$ cat src/rtl/dma_seq_ctrl.sv
// DMA sequencer: one word-by-word transfer per DMA instruction over a single bus master.
// Optional completion interrupt is built only when DMA_IRQ_EN is defined.
module dma_seq_ctrl #(
    parameter logic [31:0] IO_BASE = 32'h0004_0000,
    parameter logic [31:0] IO_LAST = 32'h0004_7FFF,
    parameter int unsigned LEN_W   = 6
) (
    input  logic             clk_i,
    input  logic             rst_i,
    input  logic             start_i,
    input  logic [31:0]      src_addr_i,
    input  logic [31:0]      dst_addr_i,
    input  logic [LEN_W-1:0] byte_len_i,
    output logic             busy_o,
    output logic             done_o,
    output logic             mem_req_o,
    output logic             mem_we_o,
    output logic [31:0]      mem_addr_o,
    output logic [31:0]      mem_wdata_o,
    output logic [3:0]       mem_wstrb_o,
    input  logic             mem_gnt_i,
    input  logic             mem_rvalid_i,
    input  logic [31:0]      mem_rdata_i,
    output logic             irq_o
);

    typedef enum logic [2:0] {
        S_IDLE,
        S_RD,
        S_RD_WAIT,
        S_WR,
        S_DONE
    } state_e;

    state_e           state_q, state_d;
    logic [29:0]      src_q, src_d;
    logic [29:0]      dst_q, dst_d;
    logic [LEN_W-1:0] words_q, words_d;
    logic [1:0]       tail_q, tail_d;
    logic [31:0]      data_q, data_d;

    logic [LEN_W-1:0] len_rnd;
    logic [LEN_W-1:0] words_new;
    logic             last_word;
    logic [3:0]       strb_last;
    logic             unused_lsb;

    // Word count rounds the byte length up within the length field width.
    assign len_rnd   = byte_len_i + LEN_W'(3);
    assign words_new = len_rnd >> 2;
    assign last_word = (words_q == LEN_W'(1));
    assign unused_lsb = ^{src_addr_i[1:0], dst_addr_i[1:0]};

    // Partial strobe for the final word of a transfer whose length is not a word multiple.
    always_comb begin
        strb_last = 4'b1111;
        unique case (tail_q)
            2'd1:    strb_last = 4'b0001;
            2'd2:    strb_last = 4'b0011;
            2'd3:    strb_last = 4'b0111;
            default: strb_last = 4'b1111;
        endcase
    end

    // FIFO-style IO ports keep their address; everything else steps one word.
    function automatic logic in_io(input logic [29:0] w);
        logic [31:0] a;
        a = {w, 2'b00};
        return (a >= IO_BASE) && (a <= IO_LAST);
    endfunction

    // Next-state and bus outputs; outputs are decoded from the current state only.
    always_comb begin
        state_d     = state_q;
        src_d       = src_q;
        dst_d       = dst_q;
        words_d     = words_q;
        tail_d      = tail_q;
        data_d      = data_q;
        busy_o      = (state_q != S_IDLE);
        done_o      = 1'b0;
        mem_req_o   = 1'b0;
        mem_we_o    = 1'b0;
        mem_addr_o  = 32'd0;
        mem_wstrb_o = 4'b0000;
        unique case (state_q)
            S_IDLE: begin
                if (start_i) begin
                    src_d   = src_addr_i[31:2];
                    dst_d   = dst_addr_i[31:2];
                    words_d = words_new;
                    tail_d  = byte_len_i[1:0];
                    state_d = (words_new != '0) ? S_RD : S_DONE;
                end
            end
            S_RD: begin
                mem_req_o  = 1'b1;
                mem_addr_o = {src_q, 2'b00};
                if (mem_gnt_i) begin
                    state_d = S_RD_WAIT;
                end
            end
            S_RD_WAIT: begin
                if (mem_rvalid_i) begin
                    data_d  = mem_rdata_i;
                    state_d = S_WR;
                end
            end
            S_WR: begin
                mem_req_o   = 1'b1;
                mem_we_o    = 1'b1;
                mem_addr_o  = {dst_q, 2'b00};
                mem_wstrb_o = last_word ? strb_last : 4'b1111;
                if (mem_gnt_i) begin
                    words_d = words_q - LEN_W'(1);
                    src_d   = in_io(src_q) ? src_q : src_q + 30'd1;
                    dst_d   = in_io(dst_q) ? dst_q : dst_q + 30'd1;
                    state_d = last_word ? S_DONE : S_RD;
                end
            end
            S_DONE: begin
                done_o  = 1'b1;
                state_d = S_IDLE;
            end
            default: begin
                state_d = S_IDLE;
            end
        endcase
    end

    assign mem_wdata_o = data_q;

    // Sequencer state and transfer bookkeeping registers.
    always_ff @(posedge clk_i) begin
        if (rst_i) begin
            state_q <= S_IDLE;
            src_q   <= '0;
            dst_q   <= '0;
            words_q <= '0;
            tail_q  <= '0;
            data_q  <= '0;
        end else begin
            state_q <= state_d;
            src_q   <= src_d;
            dst_q   <= dst_d;
            words_q <= words_d;
            tail_q  <= tail_d;
            data_q  <= data_d;
        end
    end

`ifdef DMA_IRQ_EN
    logic irq_q, irq_d;

    // Sticky completion flag: cleared by an accepted start, set on entry to DONE.
    always_comb begin
        irq_d = irq_q;
        if ((state_q == S_IDLE) && start_i) begin
            irq_d = 1'b0;
        end
        if (state_d == S_DONE) begin
            irq_d = 1'b1;
        end
    end

    // Interrupt register.
    always_ff @(posedge clk_i) begin
        if (rst_i) begin
            irq_q <= 1'b0;
        end else begin
            irq_q <= irq_d;
        end
    end

    assign irq_o = irq_q;
`else
    assign irq_o = 1'b0;
`endif

endmodule
$ cat config.mk
export PLATFORM = sky130hd
export DESIGN_NAME = dma_seq_ctrl
export DESIGN_NICKNAME = d
export VERILOG_FILES = /design/src/rtl/dma_seq_ctrl.sv
export SDC_FILE = /design/constraint.sdc
export NUM_CORES = 1
export LEC_CHECK = 0
export CELL_PAD_IN_SITES_DETAIL_PLACEMENT = 2
export CELL_PAD_IN_SITES_GLOBAL_PLACEMENT = 2
export CORE_MARGIN = 3
export CORE_UTILIZATION = 24
export CTS_CLUSTER_SIZE = 25
export DETAILED_ROUTE_END_ITERATION = 8
export GPL_ROUTABILITY_DRIVEN = 0
export PLACE_DENSITY_LB_ADDON = 0.1
export REMOVE_ABC_BUFFERS = 1
export SLEW_MARGIN = 20
export SYNTH_ARGS = -nofsm -noshare
export SYNTH_HDL_FRONTEND = slang
export SYNTH_SLANG_ARGS = --single-unit
$ cat constraint.sdc
create_clock -name clk_i -period 2 [get_ports clk_i]
set_input_delay 0.2 -clock clk_i [delete_from_list [all_inputs] [get_ports clk_i]]
set_output_delay 0.2 -clock clk_i [all_outputs]
set_load 0.02 [all_outputs]
==> results.py, run 1 <==
metrics = {
    "power": {
        "peakVddDrop_v": 0.000403,
        "power.density_nw_per_um2": 729,
        "p_leak_uw": 0.00373,
    },
    "synth": {
        "async_flop_share_pct": 0,
        "synth_area_sq_um": 6420,
        "synth_warnings": 0,
        "synthXorXnorAreaFrac_pct": 0.545,
        "synth_edf_count": 0,
        "synthMuxAreaShare_pct": 5.34,
        "synthTopCellsByCount": "nand2_1, a21oi_1, dfxtp_1",
        "synth_top_area_cell": "dfxtp_1",
        "synthAdderAreaFrac_pct": 1.56,
        "synth-simple-area-share_pct": 26.6,
        "synth-seq-area-share_pct": 32.1,
        "syn_inst": 874,
        "ys.flop_type": "dfxtp_1",
        "yosys-top-cells-area": "dfxtp_1, a21oi_1, nand2_1",
        "syn_area_per_cell_sq_um": 7.35,
        "synth-compound-area-share_pct": 26.3,
        "yosysMostFrequentCell": "nand2_1",
        "synth_top_family_by_area": "simple AND/OR/NAND/NOR gates",
        "synth-seq-cells": 103,
        "synth.top_cell.area_share_pct": 32.1,
        "ys_types": 69,
    },
    "timing": {
        "fin_ws_ns": 0.00546,
        "rsz0062_at_grt": "yes",
        "clock_skew_ns": 0.0155,
        "setup_viol": 0,
        "period_minus_slack_ns": 1.99,
        "finalCritPeriodShare_pct": 99.7,
        "hold-worst-slack_ns": 0.277,
        "maxSlewViolCount": 0,
        "fmax_mhz": 501,
        "finalHoldViolations": 0,
    },
    "cts": {
        "cts_tree": "done",
        "cts.htree.levels": 3,
        "cts.path.max_buffers": 2,
        "worstSkewPairLatency_ns": 0.37,
        "cts-root-buf": "clkbuf_16",
        "cts.sinks": 103,
        "cts_buffers": 9,
        "clk_pin_slew_ns": 0.09,
    },
    "worst_setup_path": {
        "critPathKind": "reg2reg",
        "crit_required_ns": 2.26,
        "crit_fanout": 6,
        "cp-start-kind": "flip-flop",
        "cp-end-kind": "flip-flop",
        "worstPathArrival_ns": 2.25,
    },
    "placement": {
        "io_buffers": 172,
        "hpwl_mm": 21.8,
        "dp_cells": 1429,
        "dp_slack_ns": -0.230,
    },
    "drt": {
        "firstDrtPassIters": 4,
        "viasPerCell": 5.18,
        "drc": 0,
        "drt_iter0_drc": 342,
        "ant_nets": 0,
        "via_count": 7597,
        "wirelength_mm": 29.7,
        "wire_per_inst_um": 20.3,
    },
    "final_layout": {
        "instances_no_fill": 1466,
        "syn2layout_area_growth_pct": 54.8,
        "nNetsFinal": 1241,
        "drive_gt1_share_pct": 20.2,
        "antennaDiodeCount": 0,
    },
    "global_routing": {
        "antenna_found_initial": 0,
        "grt_start_max_net_pins": 49,
        "grt_first_pass_wirelength_mm": 45.2,
        "overflow": 0,
        "first_global_vias": 7954,
        "track_usage_pct": 19.8,
    },
    "die": {
        "die_area_sq_um": 28800,
        "start_util_pct": 24.5,
        "io-pin-count": 180,
        "die_w_um": 170,
        "coreArea_sq_um": 26200,
        "num_rows": 59,
        "die_h_um": 170,
    },
    "hold_path": {
        "hp-class": "in2reg",
    },
    "flow_run": {
        "drv_cap": 0,
    },
    "status": {
        "status": "complete, no violations",
    },
}
-- per-stage QoR --
step	utilization (%)	total power, uW	instance area [sq um]	setup TNS (ns)
after CTS	36.8	7180	9650	0
final	38.0	7250	9950	0
after global placement	35.6	5220	9330	-5.93
after global routing	38.0	7690	9950	-0.906
after floorplan	-	3770	6040	-287.47
after detailed placement	35.6	5290	9330	-7.86
-- where the power goes --
group          switching [uW]  internal [uW]
sequential                217           2300
clock                     968            875
combinational            1550           1350
total                    2730           4520
-- layout by cell type (no fill, tap or decap), types with 10 or more instances in the layout --
cell             instances
nor4_1                  10
a31oi_1                 12
nand3_1                 28
nor3_1                  18
o22ai_1                 12
nand2b_1                10
inv_1                   22
buf_4                  137
nor2_1                  67
o21ai_0                 42
a21oi_1                106
dlygate4sd2_1           31
o32ai_1                 14
buf_12                  10
clkdlybuf4s50_1        133
nand2_1                122
dfxtp_1                 97
a211oi_1                11
nand4_1                 22
and3_1                  11
mux2i_1                 32
-- routing by layer --
layer / routed length [um] / global-route usage [%] / vias up
met5: 0 / 0 / -
met4: 272 / 2.99 / 0
met3: 1170 / 3.42 / 15
met2: 14400 / 34.2 / 150
met1: 13900 / 26.3 / 3742
li1: - / - / 3690
-- layout make-up --
type / count / area (sq um)
sequential: 103 / 2070
timing repair buffer: 327 / 2990
multi-input combinational: 662 / 4090
fill: 2998 / 16300
clock buffer: 9 / 225
clock inverter: 7 / 63.8
inverter: 23 / 88.8
tap: 335 / 419
-- sequential cells by signal, summed over array words and instances, names as in the netlist --
name and count:
state_q 3, src_q 30, mem_wdata_o 32, tail_q 2, words_q 6, dst_q 30
-- what timing repair did --
| item | in CTS | in global routing |
|---|---|---|
| buffers inserted | 4 | 16 |
| gates cloned | 0 | 1 |
| pin swaps | 2 | 4 |
| hold buffers | 0 | 0 |
| endpoints found under the setup margin | 70 | 57 |
| gates resized for setup | 57 | 48 |
| hold endpoints to repair | 0 | 0 |
-- logic make-up (layout without fill, tap and decap cells) --
group | Yosys count | in the layout
adder cells (fa/ha/maj) | 8 | 8
multiplexers | 34 | 34
AO/OA/AOI/OAI | 265 | 265
other | 1 | 3
flip-flops | 103 | 103
AND/OR/NAND/NOR | 348 | 348
XOR/XNOR | 4 | 4
buffers and inverters | 111 | 366
-- final timing paths --
check	end	from	slack [ns]	depth (start not counted)
worst max-delay path	dst_q[29]	dst_q[15]	0.005	6
worst min-delay path	mem_wdata_o[4]	rst_i	0.28	2
worst min register to register	mem_wdata_o[8]	mem_wdata_o[8]	0.46	2
worst max register to register	dst_q[29]	dst_q[15]	0.005	6
-- critical path, stage by stage, from the launching register on --
cell and delay (ns):
dfxtp_2 0.35, buf_4 0.16, nand4_1 0.14, or3_4 0.36
or4_1 0.58, a41oi_2 0.23, nor2_1 0.07
Note: power is estimated with default switching activity, not from simulation.
==> run 2, diff against run 1 <==
--- a/config.mk
+++ b/config.mk
@@ -8,7 +8,7 @@
 export CELL_PAD_IN_SITES_DETAIL_PLACEMENT = 2
 export CELL_PAD_IN_SITES_GLOBAL_PLACEMENT = 2
 export CORE_MARGIN = 3
-export CORE_UTILIZATION = 24
+export CORE_UTILIZATION = 27
 export CTS_CLUSTER_SIZE = 25
 export DETAILED_ROUTE_END_ITERATION = 8
 export GPL_ROUTABILITY_DRIVEN = 0
==> constraint.sdc (replaced) <==
create_clock -name clk_i -period 2.2 [get_ports clk_i]
set_input_delay 0.22 -clock clk_i [delete_from_list [all_inputs] [get_ports clk_i]]
set_output_delay 0.22 -clock clk_i [all_outputs]
set_load 0.02 [all_outputs]
==> run 2 against run 1 <==
Compared with the run above:
- sequential power decreased by 9.1%
- highest routed layer unchanged
- sequential cell count unchanged
- power decreased by 12%
==> results.py, run 2 (synthesis results as in run 1) <==
metrics = {
    "drt": {
        "wire_per_inst_um": 20.3,
        "viasPerCell": 5.35,
        "drt_iter0_drc": 296,
        "wirelength_mm": 28.4,
        "via_count": 7481,
        "drc": 0,
        "ant_nets": 0,
        "firstDrtPassIters": 4,
    },
    "status": {
        "status": "complete, no violations",
    },
    "worst_setup_path": {
        "cp-end-kind": "flip-flop",
        "worstPathArrival_ns": 2.43,
        "critPathSlowestCell": "or3b_4",
        "crit_chain": "buf_4 > or3b_4 > a21o_1 > a41oi_4 > buf_4 > nor2_1 > a311oi_1",
        "crit_top_cell": "buf_4",
        "cp-start-kind": "flip-flop",
        "crit_required_ns": 2.47,
        "critPathKind": "reg2reg",
        "slowest_delay_ns": 0.40,
        "crit_fanout": 12,
    },
    "global_routing": {
        "overflow": 0,
        "antenna_found_initial": 0,
        "grt_start_max_net_pins": 54,
        "grt_first_pass_wirelength_mm": 45.7,
        "first_global_vias": 8195,
        "track_usage_pct": 21.9,
    },
    "power": {
        "peakVddDrop_v": 0.000363,
        "total_power_uw": 6360,
        "power.density_nw_per_um2": 673,
        "p_leak_uw": 0.00358,
    },
    "cts": {
        "cts.htree.levels": 3,
        "worstSkewPairLatency_ns": 0.36,
        "cts.sinks": 103,
        "cts-root-buf": "clkbuf_16",
        "clk_pin_slew_ns": 0.08,
        "hold_buffers": 0,
        "cts_buffers": 9,
        "cts_tree": "done",
        "cts.path.max_buffers": 2,
    },
    "timing": {
        "clock_skew_ns": 0.0104,
        "period_minus_slack_ns": 2.16,
        "finalHoldViolations": 0,
        "tns_ns": 0,
        "fmax_mhz": 463,
        "slew_headroom_pct": 64.9,
        "finalCritPeriodShare_pct": 98.2,
        "setup_viol": 0,
        "worst_pin_slew_ns": 0.526,
        "rsz0062_at_grt": "yes",
        "maxSlewViolCount": 0,
    },
    "final_layout": {
        "final_common_cell": "clkdlybuf4s50_1",
        "drive_gt1_share_pct": 14.0,
        "syn2layout_area_growth_pct": 47.2,
        "antennaDiodeCount": 0,
        "final_cell_mix": "clkdlybuf4s50_1, nand2_1, a21oi_1",
        "largest_register_ffs": 32,
        "final_util_pct": 41.2,
        "nNetsFinal": 1196,
    },
    "placement": {
        "hpwl_mm": 21.3,
        "io_buffers": 172,
    },
    "hold_path": {
        "hp-class": "in2reg",
    },
    "die": {
        "num_rows": 55,
        "coreArea_sq_um": 23000,
        "die_w_um": 160,
        "die_area_sq_um": 25700,
        "die_h_um": 160,
        "start_util_pct": 28.0,
        "io-pin-count": 180,
    },
    "flow_run": {
        "drv_cap": 0,
    },
}
run 2: cell count changes in the layout (fill, tap and decap cells not counted), sizes merged, moves of 2 or more:
cell | before | now
clkinv | 2 | 4
clkdlybuf4s15 | 2 | 0
clkinvlp | 2 | 0
dlygate4sd2 | 31 | 26
clkdlybuf4s50 | 133 | 136
dlymetal6s2s | 2 | 9
buf | 158 | 110
run 2: stage by stage:
stage	worst slack (ns)	instances	hold WS [ns]	area [sq um]
floorplan	-3.95	788	0.289	6040
global placement	-0.0616	1378	0.442	9070
detailed placement	-0.121	1378	0.449	9070
CTS	0.000523	1398	0.336	9410
global route	-0.0615	1399	0.359	9460
finish	0.0393	1399	0.345	9460
run 2: area by class of cell:
cell class                      count  area [sq um]
Fill cell                        2720         13500
Multi-Input combinational cell    662          3930
Timing Repair Buffer              282          2680
Sequential cell                   103          2070
Tap cell                          313           392
Clock buffer                        9           225
Inverter                           23          88.8
Clock inverter                      7          73.8
run 2: worst max-delay path, delay by kind of cell (launching register included):
| kind | cells | cell delay (ns) |
|---|---|---|
| compound gates | 3 | 0.77 |
| buf+inv | 2 | 0.44 |
| flops | 1 | 0.38 |
| simple gates | 2 | 0.46 |
run 2: path summary, 6_finish.rpt:
check | cells past startpoint | slack (ns) | endpoint | start
worst max-delay path | 7 | 0.04 | dst_q[1] | state_q[1]
worst min-delay path | 2 | 0.34 | dst_q[6] | rst_i
worst max register to register | 7 | 0.04 | dst_q[1] | state_q[1]
worst min register to register | 2 | 0.46 | mem_wdata_o[8] | mem_wdata_o[8]
run 2: what timing repair did:
| action | CTS | global route |
|---|---|---|
| setup buffers | 3 | 1 |
| endpoints found under the hold margin | 0 | 0 |
| endpoints found under the setup margin | 37 | 23 |
| resized for setup | 31 | 16 |
| pin swaps | 1 | 0 |
| gates cloned | 1 | 0 |
run 2: power by group:
part	switching [uW]	internal [uW]	total [uW]
combinational	1330	1070	2400
clock	868	807	1670
sequential	202	2090	2290
run 2: layer usage:
layer	routed length, um	global-route usage (%)	vias to the layer above	part of all wire (%)
met5	0	0	-	0
met2	14200	38.7	167	50
met1	12900	28.1	3695	45
li1	-	-	3591	-
met3	910	3.29	28	3.2
met4	442	4.93	0	1.6
